<file path="config.mk">
export PLATFORM = sky130hd
export DESIGN_NAME = reorder_buffer_flat
export DESIGN_NICKNAME = d
export VERILOG_FILES = /design/src/rtl/reorder_buffer_pkg.sv /design/src/rtl/reorder_buffer_if.sv /design/src/rtl/reorder_buffer.sv /design/src/flat_wrapper.sv
export SDC_FILE = /design/constraint.sdc
export NUM_CORES = 1
export LEC_CHECK = 0
export ABC_CLOCK_PERIOD_IN_PS = 3700
export CAP_MARGIN = 25
export CORE_UTILIZATION = 55
export CTS_CLUSTER_DIAMETER = 100
export DETAILED_ROUTE_END_ITERATION = 7
export PLACE_DENSITY = 0.71
export REMOVE_ABC_BUFFERS = 1
export SLEW_MARGIN = 20
export SYNTH_ARGS = -nofsm -noshare
export SYNTH_HDL_FRONTEND = slang
export SYNTH_SLANG_ARGS = --single-unit
</file>
<file path="constraint.sdc">
create_clock -name clk -period 3.7 [get_ports clk]
set_input_delay 0.74 -clock clk [delete_from_list [all_inputs] [get_ports clk]]
set_output_delay 0.74 -clock clk [all_outputs]
set_load 0.005 [all_outputs]
</file>
<file path="src/rtl/reorder_buffer_pkg.sv">
// Shared types and constants for the reorder buffer: register address
// widths, entry layout and head/tail pointer types.
package reorder_buffer_pkg;

  localparam int REG_ADDR_WIDTH  = 5;
  localparam int ROB_WIDTH       = 3;
  localparam int PREG_ADDR_WIDTH = REG_ADDR_WIDTH + 1;
  localparam int ROB_DEPTH       = 1 << ROB_WIDTH;

  typedef logic [REG_ADDR_WIDTH-1:0]  vreg_t;
  typedef logic [PREG_ADDR_WIDTH-1:0] preg_t;

  // Entry index (addresses the array) and pointer (index plus wrap bit).
  typedef logic [ROB_WIDTH-1:0] rob_index_t;
  typedef logic [ROB_WIDTH:0]   rob_ptr_t;

  typedef struct packed {
    logic  valid;
    logic  done;
    vreg_t virtual_rd;
    preg_t physical_rd;
    preg_t old_physical_rd;
  } rob_entry_t;

endpackage

</file>
<file path="src/rtl/reorder_buffer_if.sv">
// Bundle of allocate / complete / commit / flush signals between the
// pipeline (master) and the reorder buffer (slave).
interface reorder_buffer_if;
  import reorder_buffer_pkg::*;

  logic       alloc_valid;
  logic       alloc_ready;
  vreg_t      alloc_virtual_rd;
  preg_t      alloc_physical_rd;
  preg_t      alloc_old_physical_rd;
  rob_index_t alloc_index;

  logic       complete_valid;
  rob_index_t complete_index;

  logic       commit_ready;
  logic       commit_valid;
  vreg_t      commit_virtual_rd;
  preg_t      commit_physical_rd;
  preg_t      commit_old_physical_rd;

  logic       flush;
  rob_ptr_t   count;
  logic       empty;
  logic       full;

  modport master (
    output alloc_valid, alloc_virtual_rd, alloc_physical_rd, alloc_old_physical_rd,
    output complete_valid, complete_index, commit_ready, flush,
    input  alloc_ready, alloc_index, commit_valid, commit_virtual_rd,
    input  commit_physical_rd, commit_old_physical_rd, count, empty, full
  );

  modport slave (
    input  alloc_valid, alloc_virtual_rd, alloc_physical_rd, alloc_old_physical_rd,
    input  complete_valid, complete_index, commit_ready, flush,
    output alloc_ready, alloc_index, commit_valid, commit_virtual_rd,
    output commit_physical_rd, commit_old_physical_rd, count, empty, full
  );

endinterface

</file>
<file path="src/rtl/reorder_buffer.sv">
// In-order retirement tracker. Entries are allocated at the tail in program
// order, marked done by writeback, and retired from the head, returning the
// previous physical mapping to the free list. Flush discards everything.
module reorder_buffer
  import reorder_buffer_pkg::*;
(
  input  logic            clk,
  input  logic            rst_n,
  reorder_buffer_if.slave bus
);

  rob_entry_t entries [ROB_DEPTH];
  rob_ptr_t   head;
  rob_ptr_t   tail;
  rob_index_t head_idx;
  rob_index_t tail_idx;
  rob_entry_t head_entry;
  logic       full_w;
  logic       alloc_fire;
  logic       commit_valid_w;
  logic       commit_fire;

  assign head_idx   = head[ROB_WIDTH-1:0];
  assign tail_idx   = tail[ROB_WIDTH-1:0];
  assign head_entry = entries[head_idx];

  // Same index with opposite wrap bits means the tail has lapped the head.
  assign full_w = (head[ROB_WIDTH] != tail[ROB_WIDTH]) && (head_idx == tail_idx);

  // Ready comes from registered state only, so a slot freed by a commit this
  // cycle cannot be reused until the next one. Flush overrides everything.
  assign alloc_fire     = bus.alloc_valid && !full_w && !bus.flush;
  assign commit_valid_w = head_entry.valid && head_entry.done && !bus.flush;
  assign commit_fire    = commit_valid_w && bus.commit_ready;

  assign bus.alloc_ready            = !full_w;
  assign bus.alloc_index            = tail_idx;
  assign bus.commit_valid           = commit_valid_w;
  assign bus.commit_virtual_rd      = head_entry.valid ? head_entry.virtual_rd      : '0;
  assign bus.commit_physical_rd     = head_entry.valid ? head_entry.physical_rd     : '0;
  assign bus.commit_old_physical_rd = head_entry.valid ? head_entry.old_physical_rd : '0;
  assign bus.count                  = tail - head;
  assign bus.empty                  = (head == tail);
  assign bus.full                   = full_w;

  // Pointer and entry state: allocate at tail, mark done, retire at head.
  always_ff @(posedge clk or negedge rst_n) begin
    if (!rst_n) begin
      head <= '0;
      tail <= '0;
      // NOTE: the entry array is a small flop array, so every field gets the
      // async reset; this keeps the whole block a plain reset-flop group.
      for (int i = 0; i < ROB_DEPTH; i++) entries[i] <= '0;
    end else if (bus.flush) begin
      head <= '0;
      tail <= '0;
      for (int i = 0; i < ROB_DEPTH; i++) entries[i] <= '0;
    end else begin
      if (alloc_fire) begin
        entries[tail_idx] <= '{valid:           1'b1,
                               done:            1'b0,
                               virtual_rd:      bus.alloc_virtual_rd,
                               physical_rd:     bus.alloc_physical_rd,
                               old_physical_rd: bus.alloc_old_physical_rd};
        tail <= tail + rob_ptr_t'(1);
      end
      // Only already-valid entries can complete; an entry being allocated
      // this cycle still reads as invalid here.
      if (bus.complete_valid && entries[bus.complete_index].valid) begin
        entries[bus.complete_index].done <= 1'b1;
      end
      // NOTE: the retire clear is written last so that, among non-blocking
      // updates to the same entry this cycle, the clear wins.
      if (commit_fire) begin
        entries[head_idx].valid <= 1'b0;
        entries[head_idx].done  <= 1'b0;
        head <= head + rob_ptr_t'(1);
      end
    end
  end

endmodule

</file>
<file path="src/flat_wrapper.sv">
// flat-port wrapper written by rule: the top's interface ports become plain ports
module reorder_buffer_flat import reorder_buffer_pkg::*;
  (clk, rst_n, bus_alloc_valid, bus_alloc_virtual_rd, bus_alloc_physical_rd, bus_alloc_old_physical_rd, bus_complete_valid, bus_complete_index, bus_commit_ready, bus_flush, bus_alloc_ready, bus_alloc_index, bus_commit_valid, bus_commit_virtual_rd, bus_commit_physical_rd, bus_commit_old_physical_rd, bus_count, bus_empty, bus_full);
  reorder_buffer_if bus_i ();
  input  logic clk;
  input  logic rst_n;
  input wire logic [$bits(bus_i.alloc_valid)-1:0] bus_alloc_valid;
  input wire logic [$bits(bus_i.alloc_virtual_rd)-1:0] bus_alloc_virtual_rd;
  input wire logic [$bits(bus_i.alloc_physical_rd)-1:0] bus_alloc_physical_rd;
  input wire logic [$bits(bus_i.alloc_old_physical_rd)-1:0] bus_alloc_old_physical_rd;
  input wire logic [$bits(bus_i.complete_valid)-1:0] bus_complete_valid;
  input wire logic [$bits(bus_i.complete_index)-1:0] bus_complete_index;
  input wire logic [$bits(bus_i.commit_ready)-1:0] bus_commit_ready;
  input wire logic [$bits(bus_i.flush)-1:0] bus_flush;
  output wire logic [$bits(bus_i.alloc_ready)-1:0] bus_alloc_ready;
  output wire logic [$bits(bus_i.alloc_index)-1:0] bus_alloc_index;
  output wire logic [$bits(bus_i.commit_valid)-1:0] bus_commit_valid;
  output wire logic [$bits(bus_i.commit_virtual_rd)-1:0] bus_commit_virtual_rd;
  output wire logic [$bits(bus_i.commit_physical_rd)-1:0] bus_commit_physical_rd;
  output wire logic [$bits(bus_i.commit_old_physical_rd)-1:0] bus_commit_old_physical_rd;
  output wire logic [$bits(bus_i.count)-1:0] bus_count;
  output wire logic [$bits(bus_i.empty)-1:0] bus_empty;
  output wire logic [$bits(bus_i.full)-1:0] bus_full;
  assign bus_i.alloc_valid = bus_alloc_valid;
  assign bus_i.alloc_virtual_rd = bus_alloc_virtual_rd;
  assign bus_i.alloc_physical_rd = bus_alloc_physical_rd;
  assign bus_i.alloc_old_physical_rd = bus_alloc_old_physical_rd;
  assign bus_i.complete_valid = bus_complete_valid;
  assign bus_i.complete_index = bus_complete_index;
  assign bus_i.commit_ready = bus_commit_ready;
  assign bus_i.flush = bus_flush;
  assign bus_alloc_ready = bus_i.alloc_ready;
  assign bus_alloc_index = bus_i.alloc_index;
  assign bus_commit_valid = bus_i.commit_valid;
  assign bus_commit_virtual_rd = bus_i.commit_virtual_rd;
  assign bus_commit_physical_rd = bus_i.commit_physical_rd;
  assign bus_commit_old_physical_rd = bus_i.commit_old_physical_rd;
  assign bus_count = bus_i.count;
  assign bus_empty = bus_i.empty;
  assign bus_full = bus_i.full;
  reorder_buffer u_core (.clk(clk), .rst_n(rst_n), .bus(bus_i));
endmodule
</file>
==> flow_metrics.py, run 1 <==
metrics = {
    "worst_setup_path": {
        "cp_max_fo": 18,
        "crit_arrival_ns": 2.81,
        "endpoint_kind": "output pin",
        "worst_path_largest_cell_delay_ns": 0.57,
        "path_buf_inv": 1,
        "worst_setup_path_start_kind": "flop",
        "worst_ep_required_time_ns": 2.96,
        "crit_family": "multiplexers",
        "cp_cell_sequence": "mux2i_1 > mux4_2 > and2_2 > a31oi_1 > clkdlybuf4s50_1",
        "critPathSlowestCell": "mux4_2",
        "path_class": "flop to output pin",
    },
    "cells_and_area": {
        "n_antenna_cell": 0,
        "seqCellArea_um2": 4010,
        "final_layout_size_suffix_gt1_share_pct": 15.1,
        "syn_to_final_growth_pct": 16.8,
        "instances_no_fill": 877,
        "fillCellCount": 1045,
        "multi_input_area_um2": 3430,
        "finalNetCount": 717,
    },
    "floorplan": {
        "die_h_um": 121,
        "core_um2": 13900,
        "die_x_um": 121,
        "rows": 43,
        "start_util_pct": 56.2,
        "die-area_um2": 14700,
        "io-pin-count": 54,
    },
    "drt": {
        "firstDrtPassIters": 6,
        "drc": 0,
        "ant_nets": 0,
        "drt_iter0_markers": 593,
        "via_count": 5930,
        "viasPerCell": 6.76,
        "routed_wirelength_um": 21800,
        "wl_per_cell_um": 24.9,
    },
    "synth": {
        "yosysMostFrequentCell": "dfrtp_1",
        "ys_seq_area_share_pct": 51.3,
        "synth_top_area_cell": "dfrtp_1",
        "syn_area_um2": 7810,
        "yosysWarnings": 0,
        "synth_edf_count": 0,
        "avgSynthCellArea_um2": 12.0,
        "synth_common_cells": "dfrtp_1, a22o_1, nand2_1",
        "synth.distinct_cells": 61,
        "postSynthCellCount": 650,
        "synth_top_area_share_pct": 51.3,
        "synth_area_leaders": "dfrtp_1, a22o_1, mux4_2",
        "synthArstFlopShare_pct": 100,
        "synth_ff_type": "dfrtp_1",
        "synth_seq_cells": 160,
    },
    "clock_tree": {
        "cts_tree": "yes",
        "htree_num_levels": 4,
        "numClockSinks": 160,
        "clkTransAtPathRegs_ns": 0.06,
        "clk_latency_ns": 0.44,
        "clk_path_buf_depth": 2,
        "cts_made_buffers": 17,
        "post_cts_buffers": 0,
        "clockRootBuffer": "clkbuf_16",
    },
    "sta": {
        "fin_worst_skew_ns": 0.0156,
        "grt_setup_unrepaired": "no",
        "slew_violations": 0,
        "setup_slack_ns": 0.152,
        "worstMarginPinSlew_ns": 1.08,
        "fmax_mhz": 282,
        "hold_viol": 0,
        "layout_min_cycle_time_ns": 3.55,
        "final-setup-viol-count": 0,
        "fin_crit_sh_pct": 95.9,
        "max_slew_margin_pct": 28.2,
    },
    "placed_design": {
        "preCtsSetupSlack_ns": 0.413,
        "routabilityCongestion": 0.868,
        "placed_cells": 845,
        "portBuffers": 53,
        "hpwl_um": 13000,
    },
    "global_route": {
        "grt-busiest-layer": "met2",
        "track_usage_pct": 32.1,
        "grtUsageMet3_pct": 7.38,
        "grt_pass1_vias": 5931,
        "grt_pass1_wl_um": 34400,
        "use_met2_pct": 48.2,
        "antenna_found_initial": 0,
        "grt_overflow_total": 0,
        "use_met1_pct": 45.4,
        "grt_max_degree": 61,
    },
    "hold_path": {
        "hold_class": "primary input to async pin",
    },
    "pwr": {
        "ir_drop_mv": 0.304,
        "p_leak_nw": 3.97,
        "power.density_nw_per_um2": 433,
    },
    "run": {
        "drv_cap": 0,
    },
    "status": {
        "status": "finished clean",
    },
}
[cells in the final DEF (no fill, tap or decap), drive strengths merged, types with 5 or more instances in the layout]
cell,count
mux2i,38
a22o,119
a21oi,12
mux4,20
o21ai,10
clkinv,7
nor2,41
buf,33
a31oi,17
dfrtp,160
clkbuf,20
o21a,5
a221oi,5
clkdlybuf4s50,51
inv,17
o2bb2ai,11
ha,5
xnor2,5
a311oi,5
a211oi,10
a2111oi,5
nand2,44
[area by class of cell]
cell class | count | area share (%)
inverters | 20 | 0.823
clock buffers | 20 | 4.90
multi-input cells | 402 | 37.6
well taps | 180 | 2.47
flip-flops and latches | 160 | 43.9
clock inverters | 11 | 1.54
repair buffers | 84 | 8.77
[final timing paths]
kind                                                startpoint                              to  slack, ns  depth (start not counted)
worst max-delay path                u_core.head[2]$_DFFE_PN0P_        bus_commit_virtual_rd[3]       0.15                          5
worst min-delay path                                     rst_n      u_core.tail[1]$_DFFE_PN0P_       0.29                          1
worst max register to register      u_core.head[0]$_DFFE_PN0P_  u_core.entries[77]$_DFFE_PN0P_       0.70                          7
worst min register to register  u_core.entries[30]$_DFFE_PN0P_  u_core.entries[30]$_DFFE_PN0P_       0.50                          1
max in group asynchronous                                rst_n   u_core.entries[150]$_DFF_PN0_       2.64                          2
min in group clk                u_core.entries[30]$_DFFE_PN0P_  u_core.entries[30]$_DFFE_PN0P_       0.50                          1
[power breakdown]
group          internal, W  switching (W)  total, W  leakage [nW]
combinational     0.000136       0.000217  0.000353          1.47
clock              0.00107       0.000710   0.00178         0.278
sequential         0.00179      0.0000267   0.00181          2.22
total              0.00299       0.000954   0.00395          3.97
[per-stage QoR]
stage | util, % | hold WS [ns] | instance area [µm²] | power [W] | TNS [ns]
floorplan | - | 0.444 | 7490 | 0.00199 | -27.41
detailed placement | 61.3 | 0.476 | 8510 | 0.00219 | 0
CTS | 65.6 | 0.313 | 9100 | 0.00396 | 0
global route | 65.7 | 0.321 | 9120 | 0.00406 | 0
finish | 65.7 | 0.289 | 9120 | 0.00395 | 0
global placement | 61.2 | 0.477 | 8490 | 0.00218 | 0
[registers in the layout (all words and copies together) (netlist names)]
signal / flops
u_core.head: 4
u_core.tail: 4
u_core.entries: 152
[layer usage]
| layer | vias to the layer above | routed length, µm |
|---|---|---|
| met5 | - | 0 |
| met4 | 0 | 509 |
| met3 | 38 | 1780 |
| met2 | 320 | 10300 |
| met1 | 3064 | 9280 |
| li1 | 2508 | - |
[logic make-up (layout without fill, tap and decap cells)]
logic type	count (synthesis)	after routing	share of synthesized area, %
multiplexers	60	60	11.0
AO/OA/AOI/OAI	213	213	23.5
buffers and inverters	88	135	5.00
flip-flops	160	160	51.3
XOR/XNOR	7	7	1.12
AND/OR/NAND/NOR	116	116	7.07
adder cells (fa/ha/maj)	6	6	1.06
[what timing repair did]
| action | 4_1_cts | 5_1_grt |
|---|---|---|
| hold buffers | 0 | 0 |
| pin swaps | 0 | 0 |
| endpoints found under the setup margin | 13 | 4 |
| resized for setup | 1 | 1 |
(Power assumes the default switching activity.)
==> inputs of run 2 (changes only) <==
--- a/config.mk
+++ b/config.mk
@@ -6,11 +6,10 @@
 export NUM_CORES = 1
 export LEC_CHECK = 0
 export ABC_CLOCK_PERIOD_IN_PS = 3700
-export CAP_MARGIN = 25
-export CORE_UTILIZATION = 55
+export CORE_UTILIZATION = 51
 export CTS_CLUSTER_DIAMETER = 100
 export DETAILED_ROUTE_END_ITERATION = 7
-export PLACE_DENSITY = 0.71
+export PLACE_DENSITY = 0.67
 export REMOVE_ABC_BUFFERS = 1
 export SLEW_MARGIN = 20
 export SYNTH_ARGS = -nofsm -noshare
==> flow_metrics.py, run 2 (synthesis results as in run 1) <==
metrics = {
    "worst_setup_path": {
        "cp_max_fo": 18,
        "path_class": "flop to output pin",
        "crit_arrival_ns": 2.84,
        "endpoint_kind": "output pin",
        "worst_ep_required_time_ns": 2.96,
        "worst_setup_path_start_kind": "flop",
    },
    "sta": {
        "fmax_mhz": 279,
        "whs_ns": 0.409,
        "max_slew_margin_pct": 19.8,
        "fin_worst_skew_ns": 0.00909,
        "worstMarginPinSlew_ns": 1.20,
        "hold_viol": 0,
        "final-setup-viol-count": 0,
        "slew_violations": 0,
        "layout_min_cycle_time_ns": 3.58,
        "grt_setup_unrepaired": "no",
        "fin_crit_sh_pct": 96.7,
    },
    "placed_design": {
        "placed_cells": 848,
        "hpwl_um": 13200,
        "portBuffers": 53,
        "routabilityCongestion": 0.871,
        "place_area_um2": 8480,
    },
    "global_route": {
        "grt_pass1_vias": 6079,
        "grt_pass1_wl_um": 34400,
        "grt_max_degree": 99,
        "use_met2_pct": 44.9,
        "grt_overflow_total": 0,
        "grtUsageMet3_pct": 6.16,
        "use_met1_pct": 39.7,
        "antenna_found_initial": 0,
        "track_usage_pct": 28.5,
        "grt-busiest-layer": "met2",
    },
    "cells_and_area": {
        "final_layout_size_suffix_gt1_share_pct": 14.7,
        "largest_reg_flops": 152,
        "final_cell_mix": "dfrtp_1, a22o_1, clkdlybuf4s50_1",
        "multi_input_area_um2": 3430,
        "n_antenna_cell": 0,
        "syn_to_final_growth_pct": 15.9,
        "stdcell_area_um2": 9050,
        "regMostFlops": "u_core.entries",
        "reg_top3": "u_core.entries x152, u_core.head x4, u_core.tail x4",
        "finalNetCount": 715,
        "mostFrequentLayoutCell": "dfrtp_1",
        "fillCellCount": 1201,
        "seqCellArea_um2": 4010,
        "instances_no_fill": 879,
    },
    "pwr": {
        "combPwrFrac_pct": 8.7,
        "pwr-share-seq_pct": 47.4,
        "p_leak_nw": 3.93,
        "power_frac_clock_pct": 43.9,
        "ir_drop_mv": 0.331,
        "switching_share_pct": 24.6,
        "power.density_nw_per_um2": 424,
        "intPower_w": 0.00289,
        "power_w": 0.00383,
        "p_sw_w": 0.000943,
    },
    "run": {
        "drv_cap": 0,
    },
    "floorplan": {
        "start_util_pct": 52.9,
        "core_um2": 14800,
        "rows": 44,
        "io-pin-count": 54,
        "die-area_um2": 15800,
        "die_x_um": 126,
        "die_h_um": 126,
    },
    "clock_tree": {
        "clockRootBuffer": "clkbuf_16",
        "clkTransAtPathRegs_ns": 0.06,
        "post_cts_buffers": 0,
        "clk_path_buf_depth": 2,
        "numClockSinks": 160,
        "clk_latency_ns": 0.42,
        "htree_num_levels": 4,
        "cts_tree": "yes",
        "cts_made_buffers": 17,
    },
    "drt": {
        "via_count": 5901,
        "ant_nets": 0,
        "viasPerCell": 6.71,
        "drc": 0,
        "firstDrtPassIters": 8,
        "wl_per_cell_um": 24.3,
        "drt_iter0_markers": 500,
        "routed_wirelength_um": 21400,
    },
    "hold_path": {
        "hold_class": "primary input to async pin",
    },
    "status": {
        "status": "finished clean",
    },
}
==> run 2: worst max-delay path: stages (launching register included) <==
cell	delay (ns)
dfrtp_2	0.48
mux2i_1	0.16
mux4_2	0.57
and2_2	0.41
a31oi_1	0.24
clkdlybuf4s50_1	0.54
==> run 2: per-stage QoR <==
step	setup TNS [ns]	setup slack, ns	util, %
detailed placement	0	0.361	57.5
global placement	0	0.432	57.4
global route	0	0.00417	61.3
finish	0	0.122	61.3
CTS	0	0.0864	61.3
floorplan	-27.41	-0.461	-
==> run 2: metal layers <==
layer  vias to the layer above  routed length, µm
met5                         -                  0
met3                        34               1490
met4                         0                402
li1                       2515                  -
met1                      3088               9420
met2                       264              10100
==> run 2: final cells by class <==
type / count / share of cell area, %
multi-input combinational: 402 / 37.9
clock buffer: 23 / 5.28
tap: 184 / 2.54
timing repair buffer: 82 / 8.31
sequential: 160 / 44.3
clock inverter: 8 / 0.899
inverter: 20 / 0.830
==> run 2: what timing repair did <==
| action | in CTS | in global routing |
|---|---|---|
| resized for setup | 2 | 1 |
| endpoints found under the setup margin | 18 | 1 |
| hold buffers | 0 | 0 |
==> run 2: final timing paths <==
check	to	start	slack (ns)	cells past startpoint
max	bus_commit_physical_rd[4]	u_core.head[2]$_DFFE_PN0P_	0.12	5
min	u_core.entries[98]$_DFFE_PN0P_	rst_n	0.41	1
max reg2reg	u_core.entries[58]$_DFFE_PN0P_	u_core.head[2]$_DFFE_PN0P_	0.55	7
min reg2reg	u_core.entries[84]$_DFFE_PN0P_	u_core.entries[84]$_DFFE_PN0P_	0.50	1
max in group asynchronous	u_core.entries[106]$_DFFE_PN0P_	rst_n	2.37	2
min in group clk	u_core.entries[84]$_DFFE_PN0P_	u_core.entries[84]$_DFFE_PN0P_	0.50	1
==> run 2: power groups by stage <==
| stage | Clock, W | Sequential [W] | Combinational [W] |
|---|---|---|---|
| 5_1_grt | 0.00178 | 0.00182 | 0.000362 |
| 3_3_place_gp | 0 | 0.00185 | 0.000326 |
| 3_5_place_dp | 0 | 0.00185 | 0.000333 |
| 2_1_floorplan | 0 | 0.00184 | 0.000148 |
| 4_1_cts | 0.00170 | 0.00182 | 0.000335 |
| 6_report | 0.00168 | 0.00182 | 0.000335 |
==> inputs of run 3 (changes only) <==
--- a/config.mk
+++ b/config.mk
@@ -6,10 +6,10 @@
 export NUM_CORES = 1
 export LEC_CHECK = 0
 export ABC_CLOCK_PERIOD_IN_PS = 3700
-export CORE_UTILIZATION = 51
+export CORE_UTILIZATION = 59
 export CTS_CLUSTER_DIAMETER = 100
 export DETAILED_ROUTE_END_ITERATION = 7
-export PLACE_DENSITY = 0.67
+export PLACE_DENSITY = 0.76
 export REMOVE_ABC_BUFFERS = 1
 export SLEW_MARGIN = 20
 export SYNTH_ARGS = -nofsm -noshare
==> flow_metrics.py, run 3 (synthesis results as in run 1) <==
metrics = {
    "sta": {
        "setup_tns_ns": 0,
        "layout_min_cycle_time_ns": 3.53,
        "whs_ns": 0.347,
        "slew_violations": 0,
        "fmax_mhz": 283,
        "fin_worst_skew_ns": 0.00606,
        "max_slew_margin_pct": 20.4,
        "fin_crit_sh_pct": 95.4,
        "worstMarginPinSlew_ns": 1.19,
        "hold_viol": 0,
        "setup_slack_ns": 0.169,
        "grt_setup_unrepaired": "no",
        "final-setup-viol-count": 0,
    },
    "cells_and_area": {
        "regMostFlops": "u_core.entries",
        "largest_reg_flops": 152,
        "syn_to_final_growth_pct": 16.3,
        "reg_top3": "u_core.entries x152, u_core.head x4, u_core.tail x4",
        "final_cell_mix": "dfrtp_1, a22o_1, clkdlybuf4s50_1",
        "finalNetCount": 715,
        "n_antenna_cell": 0,
        "final_layout_size_suffix_gt1_share_pct": 15.0,
        "mostFrequentLayoutCell": "dfrtp_1",
    },
    "run": {
        "drv_cap": 0,
    },
    "global_route": {
        "grt_pass1_wl_um": 34200,
        "antenna_found_initial": 1,
        "grt_overflow_total": 0,
        "grt_max_degree": 87,
        "track_usage_pct": 34.7,
        "grt_pass1_vias": 5899,
    },
    "pwr": {
        "ir_drop_mv": 0.530,
        "power.density_nw_per_um2": 435,
        "p_leak_nw": 3.96,
    },
    "clock_tree": {
        "post_cts_buffers": 0,
        "cts_tree": "yes",
        "cts_made_buffers": 17,
        "clk_latency_ns": 0.43,
        "htree_num_levels": 4,
        "clockRootBuffer": "clkbuf_16",
        "numClockSinks": 160,
        "clkTransAtPathRegs_ns": 0.06,
        "hold_buffers": 0,
        "clk_path_buf_depth": 2,
    },
    "placed_design": {
        "preCtsSetupSlack_ns": 0.403,
        "portBuffers": 53,
        "hpwl_um": 13000,
        "routabilityCongestion": 0.938,
    },
    "worst_setup_path": {
        "path_buf_inv": 1,
        "crit_arrival_ns": 2.79,
        "worst_ep_required_time_ns": 2.96,
        "crit_family": "multiplexers",
        "cp_cell_sequence": "mux2i_1 > mux4_2 > and2_2 > a31oi_1 > clkdlybuf4s50_1",
        "path_class": "flop to output pin",
        "worst_path_largest_cell_delay_ns": 0.57,
        "worst_setup_path_start_kind": "flop",
        "critPathSlowestCell": "mux4_2",
        "endpoint_kind": "output pin",
        "cp_max_fo": 18,
    },
    "floorplan": {
        "start_util_pct": 61.1,
        "die-area_um2": 13700,
        "io-pin-count": 54,
        "die_x_um": 117,
        "rows": 41,
        "core_um2": 12800,
        "die_h_um": 117,
    },
    "drt": {
        "routed_wirelength_um": 21600,
        "firstDrtPassIters": 5,
        "drc": 0,
        "viasPerCell": 6.89,
        "ant_nets": 0,
        "wl_per_cell_um": 25.0,
        "via_count": 5972,
        "drt_iter0_markers": 776,
    },
    "hold_path": {
        "hold_class": "primary input to async pin",
    },
    "status": {
        "status": "finished clean",
    },
}
## run 3: changes by cell type in the layout (fill, tap and decap cells not counted), sizes merged
cell and change:
bufinv +2, clkinv +1, inv +2, clkbuf -5
## run 3: routing by layer
metal	wire length, µm	track usage, %	part of all wire, %
met1	9000	49.4	42
met2	9780	50.5	45
met3	2080	8.24	9.6
met4	762	16.9	3.5
met5	13	0	0.060
## run 3: worst paths after layout
kind	startpoint	endpoint	slack [ns]	cells past startpoint
worst max-delay path	u_core.head[2]$_DFFE_PN0P_	bus_commit_physical_rd[0]	0.17	5
worst min-delay path	rst_n	u_core.tail[1]$_DFFE_PN0P_	0.35	1
worst max register to register	u_core.head[1]$_DFFE_PN0P_	u_core.entries[141]$_DFFE_PN0P_	0.60	7
worst min register to register	u_core.entries[35]$_DFFE_PN0P_	u_core.entries[35]$_DFFE_PN0P_	0.50	1
max in group asynchronous	rst_n	u_core.entries[116]$_DFFE_PN0P_	2.48	2
min in group clk	u_core.entries[35]$_DFFE_PN0P_	u_core.entries[35]$_DFFE_PN0P_	0.50	1
## run 3: area by class of cell
type                    instances  area, µm²
clock buffers                  18        429
fillers                       871       3690
repair buffers                 82        768
multi-input cells             402       3420
flip-flops and latches        160       4010
inverters                      20       75.1
clock inverters                13        163
well taps                     172        215
## run 3: timing repair
item                       CTS  global route
gates cloned                 0             0
resized for setup            1             3
setup endpoints to repair    6             7
## run 3: where the power goes
group	switching (W)	total (W)	internal (W)	leakage (nW)
combinational	0.000216	0.000343	0.000128	1.46
sequential	0.0000283	0.00181	0.00179	2.22
clock	0.000735	0.00180	0.00106	0.288
total	0.000979	0.00395	0.00298	3.96
## run 3: stage by stage
stage,power (W),std cells,area (µm²),utilization [%]
after global routing,0.00406,867,9080,71.1
after detailed placement,0.00218,836,8480,66.4
after global placement,0.00217,835,8470,66.3
after CTS,0.00396,867,9070,71.0
after floorplan,0.00199,582,7490,-
final,0.00395,867,9080,71.1
